===== src/rtl/sfr_bank.sv =====
// Parametrised SFR bank: pointer pairs, exported and imported registers, general-purpose storage.
// Optional SFR_WRITE_MASK_EN adds a per-bit write mask (wr_mask) to register writes.

module sfr_ptr_lane #(
  parameter int PW = 16
) (
  input  logic [PW-1:0] val_i,
  input  logic          inc_i,
  input  logic          dec_i,
  output logic [PW-1:0] nxt_o,
  output logic          wrap_o
);
  logic inc_only, dec_only;

  assign inc_only = inc_i & ~dec_i;
  assign dec_only = dec_i & ~inc_i;

  always_comb begin
    nxt_o  = val_i;
    wrap_o = 1'b0;
    if (inc_only) begin
      nxt_o  = val_i + 1'b1;
      wrap_o = &val_i;
    end else if (dec_only) begin
      nxt_o  = val_i - 1'b1;
      wrap_o = ~|val_i;
    end
  end
endmodule

module sfr_bank #(
  parameter int DATA_W   = 8,
  parameter int NUM_REGS = 32,
  parameter int NUM_PTRS = 4,
  parameter int NUM_OUT  = 4,
  parameter int NUM_IN   = 4,
  localparam int AW      = $clog2(NUM_REGS)
) (
  input  logic                         clock,
  input  logic                         nreset,
  input  logic                         wr_en,
  input  logic [AW-1:0]                wr_addr,
  input  logic [DATA_W-1:0]            wr_data,
`ifdef SFR_WRITE_MASK_EN
  input  logic [DATA_W-1:0]            wr_mask,
`endif
  input  logic                         rd_en,
  input  logic [AW-1:0]                rd_addr,
  output logic [DATA_W-1:0]            rd_data,
  input  logic [NUM_PTRS-1:0]          ptr_inc,
  input  logic [NUM_PTRS-1:0]          ptr_dec,
  output logic [NUM_PTRS*2*DATA_W-1:0] ptr_out,
  output logic [NUM_PTRS-1:0]          ptr_wrap,
  input  logic [NUM_IN*DATA_W-1:0]     sfr_in,
  output logic [NUM_OUT*DATA_W-1:0]    sfr_out
);
  localparam int PW       = 2*DATA_W;
  localparam int OUT_BASE = 2*NUM_PTRS;
  localparam int IN_BASE  = NUM_REGS - NUM_IN;
  localparam logic [AW:0] IN_BASE_L = (AW+1)'(IN_BASE);
  localparam logic [AW:0] NREGS_L   = (AW+1)'(NUM_REGS);

  logic [DATA_W-1:0] regs_q [NUM_REGS];
  logic [DATA_W-1:0] regs_d [NUM_REGS];
  logic [DATA_W-1:0] rd_data_q, rd_data_d;
  logic [NUM_PTRS-1:0] wrap_q, wrap_d;

  logic [NUM_PTRS-1:0][PW-1:0] ptr_val, ptr_nxt;
  logic [NUM_PTRS-1:0]         ptr_wr, lane_wrap;
  logic [DATA_W-1:0]           wr_val;
  logic                        wr_ok;

  // Imported registers and out-of-range addresses are not writable.
  assign wr_ok = wr_en & ({1'b0, wr_addr} < IN_BASE_L);

`ifdef SFR_WRITE_MASK_EN
  assign wr_val = (regs_q[wr_addr] & ~wr_mask) | (wr_data & wr_mask);
`else
  assign wr_val = wr_data;
`endif

  genvar gk, gj;
  generate
    for (gk = 0; gk < NUM_PTRS; gk++) begin : g_ptr
      assign ptr_val[gk] = {regs_q[2*gk+1], regs_q[2*gk]};
      // Any write to either byte claims the pointer, even a fully masked one.
      assign ptr_wr[gk]  = wr_en & ((wr_addr == AW'(2*gk)) | (wr_addr == AW'(2*gk+1)));
    end
    for (gj = 0; gj < NUM_OUT; gj++) begin : g_out
      assign sfr_out[gj*DATA_W +: DATA_W] = regs_q[OUT_BASE+gj];
    end
  endgenerate

  sfr_ptr_lane #(.PW(PW)) u_lane [NUM_PTRS-1:0] (
    .val_i  (ptr_val),
    .inc_i  (ptr_inc),
    .dec_i  (ptr_dec),
    .nxt_o  (ptr_nxt),
    .wrap_o (lane_wrap)
  );

  always_comb begin
    regs_d = regs_q;
    wrap_d = lane_wrap & ~ptr_wr;
    for (int k = 0; k < NUM_PTRS; k++) begin
      if (!ptr_wr[k]) begin
        regs_d[2*k]   = ptr_nxt[k][DATA_W-1:0];
        regs_d[2*k+1] = ptr_nxt[k][PW-1:DATA_W];
      end
    end
    if (wr_ok) regs_d[wr_addr] = wr_val;
    for (int j = 0; j < NUM_IN; j++) regs_d[IN_BASE+j] = sfr_in[j*DATA_W +: DATA_W];
  end

  always_comb begin
    rd_data_d = '0;
    if (rd_en && ({1'b0, rd_addr} < NREGS_L)) rd_data_d = regs_q[rd_addr];
  end

  always_ff @(posedge clock) begin
    if (!nreset) begin
      for (int i = 0; i < NUM_REGS; i++) regs_q[i] <= '0;
      rd_data_q <= '0;
      wrap_q    <= '0;
    end else begin
      regs_q    <= regs_d;
      rd_data_q <= rd_data_d;
      wrap_q    <= wrap_d;
    end
  end

  assign ptr_out  = ptr_val;
  assign ptr_wrap = wrap_q;
  assign rd_data  = rd_data_q;
endmodule


===== config.mk =====
export PLATFORM = sky130hd
export DESIGN_NAME = sfr_bank
export DESIGN_NICKNAME = d
export VERILOG_FILES = /design/src/rtl/sfr_bank.sv
export SDC_FILE = /design/constraint.sdc
export NUM_CORES = 1
export LEC_CHECK = 0
export CORE_MARGIN = 1
export CORE_UTILIZATION = 50
export CTS_CLUSTER_SIZE = 14
export DETAILED_ROUTE_END_ITERATION = 8
export MAX_ROUTING_LAYER = met4
export PLACE_DENSITY = 0.78
export RECOVER_POWER = 50
export SLEW_MARGIN = 10
export SYNTH_ARGS = -nofsm -noshare
export SYNTH_HDL_FRONTEND = slang
export SYNTH_SLANG_ARGS = --single-unit

===== constraint.sdc =====
create_clock -name clock -period 2.84 [get_ports clock]
set_clock_uncertainty 0.2 [all_clocks]
set_input_delay 0.568 -clock clock [delete_from_list [all_inputs] [get_ports clock]]
set_output_delay 0.568 -clock clock [all_outputs]
set_load 0.1 [all_outputs]

==> flow_summary.json <==
{
  "status": "finished clean",
  "crit_top_cell": "nor2_1",
  "start_util_pct": 50.87,
  "cts_setup_buffers": 0,
  "post-route-period-util_pct": 91.68,
  "ys_warn_count": 0,
  "clk_path_buf_depth": 3,
  "cts_resized": 0,
  "drcViolationCount": 0,
  "vias": 13140,
  "async_reset_ff_share_pct": 0,
  "hold_ws_ns": 0.2578,
  "ff2ff_setup_slack_ns": 0.44,
  "crit_chain": "dlygate4sd3_1 > buf_4 > nor2_1 > clkbuf_2 > nand4_1 > clkbuf_1 > mux2i_1 > nor2_1",
  "grt_pass1_wl_um": 71150,
  "core_region_area_um2": 28780,
  "synth.distinct_cells": 89,
  "ant_nets": 0,
  "grt_use_total_pct": 30.70,
  "crit_arrival_ns": 2.84,
  "fin_crit_ns": 2.604,
  "diodes": 0,
  "report.final.setup_viol": 0,
  "crit_buf_inv": 4,
  "syn_inst": 1597,
  "hold_depth": 2,
  "grt_pass1_vias": 12510,
  "placed_cell_area_um2": 16410,
  "cts_tree": "yes",
  "reg2reg_from": "ptr_out[1]",
  "slew_headroom_pct": 21.78,
  "layoutNonFillerInstCount": 2112,
  "drive_above_1_share_pct": 20.95,
  "totalWireLength_um": 45710,
  "nNetsFinal": 1777,
  "wl_per_cell_um": 21.64,
  "syn_to_final_growth_pct": 17.20,
  "hp-class": "reg -> reg",
  "htreeDepth": 1,
  "seq_area_um2": 5365,
  "die_area_um2": 29970,
  "path_class": "in -> reg",
  "ys.flop_type": "dfxtp_1",
  "slew_violations": 0,
  "critPathLaunch": "wr_addr[1]",
  "syn_avg_cell_area_um2": 9.168,
  "leakage_nw": 6.618,
  "mostFrequentLayoutCells": "dfxtp_1, nor2_1, buf_4",
  "worstSkewPairLatency_ns": 0.57,
  "final_common_cell": "dfxtp_1",
  "cpLargestDelayFamily": "buffers and inverters",
  "syn_area_um2": 14640,
  "routed_via_density": 6.223,
  "fp.dieH_um": 173.1,
  "synth_edf_count": 0,
  "cp-start-kind": "input port",
  "num_io_pins": 170,
  "io_buffers": 169,
  "required_ns": 3.08,
  "cts_root_buf": "clkbuf_16",
  "rsz0062_at_grt": "no",
  "num_rows": 62,
  "totalPowerFinal_mw": 10.51,
  "dr.pass1.iters": 7,
  "worst_pin_slew_ns": 1.178,
  "fill_cells": 2491,
  "drt_iter0_drc": 1475,
  "grt_start_max_net_pins": 92,
  "die_x_um": 173.1,
  "antenna_found_initial": 0,
  "critPathSlowestCell": "dlygate4sd3_1",
  "yosysSeqAreaShare_pct": 36.64,
  "fmax_mhz": 384.1,
  "drv_cap": 0,
  "gp_congestion": 0.9813,
  "cp_slowest_stage_delay_ns": 0.72,
  "overflow": 0,
  "ys_ff_latch": 268,
  "final_util_pct": 59.63,
  "numCtsBuffers": 28,
  "clkTransAtPathRegs_ns": 0.07,
  "cp-end-kind": "flop",
  "syn_nets": 1667,
  "place_inst": 2061,
  "vdd_drop_max_uv": 526.8,
  "place_hpwl_um": 31500,
  "cts.sinks": 268,
  "power.density_nw_per_um2": 612.3,
  "worst-r2r-cell-count": 7,
  "hold_violations": 0,
  "final_area_um2": 17160,
  "crit_fanout": 11,
  "r2r-end": "ptr_out[12]",
  "hold_buffers": 0,
  "multi_input_area_um2": 7880
}
## worst max path at each step
stage | to | slack [ns] | cells after the start
2_1_floorplan | rd_data[3] | 0.32 | 7
3_3_place_gp | ptr_out[59] | -0.1 | 8
3_5_place_dp | ptr_out[59] | -0.11 | 6
4_1_cts | ptr_out[15] | 0.44 | 5
5_1_grt | flop | 0.17 | 8
6_report | flop | 0.24 | 8
## Yosys cell counts, types with 5 or more instances
master,n,area [um^2]
o22ai_1,10,62.56
mux2i_1,143,1431
a21oi_1,69,345.3
a211o_1,9,78.83
nor3_1,23,115.1
nand3_1,44,220.2
buf_2,19,95.09
inv_1,22,82.58
or2_2,5,31.28
nand2_1,75,281.5
and4_1,5,43.79
buf_4,97,728.2
a211oi_1,19,142.6
ha_1,8,100.1
o221ai_1,7,61.31
clkbuf_1,97,364.1
dfxtp_1,268,5365
mux4_2,63,1419
nand2b_1,8,50.05
or4_1,8,60.06
xnor2_1,12,105.1
and3_1,14,87.58
or3_1,27,168.9
nand3b_1,8,60.06
nand4b_1,6,52.55
o31ai_1,5,37.54
nand4_1,21,131.4
nor4_1,25,156.4
xor2_1,14,122.6
a31oi_1,30,187.7
a311oi_1,5,43.79
o21ai_0,66,330.3
nor2_1,195,732.0
buf_1,9,33.78
a22oi_1,27,202.7
nor2b_1,15,93.84
and2_1,34,212.7
## tightest hold or removal path: cells and delay by family (launching register included)
kind            cells  cell delay [ns]
flops               1             0.31
simple gates        1             0.05
compound gates      1             0.05
## kinds of logic after synthesis
logic type,share of synthesized area (%)
adders and majority gates,0.6837
DFF,36.64
AOI/OAI and AO/OA,12.82
muxes,19.72
buffers and inverters,9.520
and+or+nand+nor,19.06
xor gates and xnor gates,1.555
## per-layer routing
layer / track usage [%] / part of all wire, %
met5: - / 0
met4: 10.88 / 3.4
met1: 40.09 / 41
met3: 5.299 / 9.4
met2: 47.92 / 46
## metrics by stage
| step | setup WS [ns] | setup TNS, ns |
|---|---|---|
| 4_1_cts | 0.4420 | 0 |
| 3_3_place_gp | -0.09686 | -0.2235 |
| 6_report | 0.2364 | 0 |
| 2_1_floorplan | 0.3211 | 0 |
| 5_1_grt | 0.1731 | 0 |
| 3_5_place_dp | -0.1070 | -0.4929 |
## cell type report
cell class,count,area share [%]
Clock buffer,35,4.528
Clock inverter,16,1.130
Inverter,22,0.5104
Multi-Input combinational cell,1077,45.92
Sequential cell,268,31.27
Tap cell,384,2.800
Timing Repair Buffer,310,13.85
## where the power goes
| group | leakage, nW | internal (mW) | switching [mW] |
|---|---|---|---|
| sequential | 2.18 | 3.91 | 0.289 |
| combinational | 3.97 | 0.783 | 1.66 |
| clock | 0.470 | 2.23 | 1.63 |
| total | 6.62 | 6.92 | 3.58 |
Power figures use the tool's default switching activity.
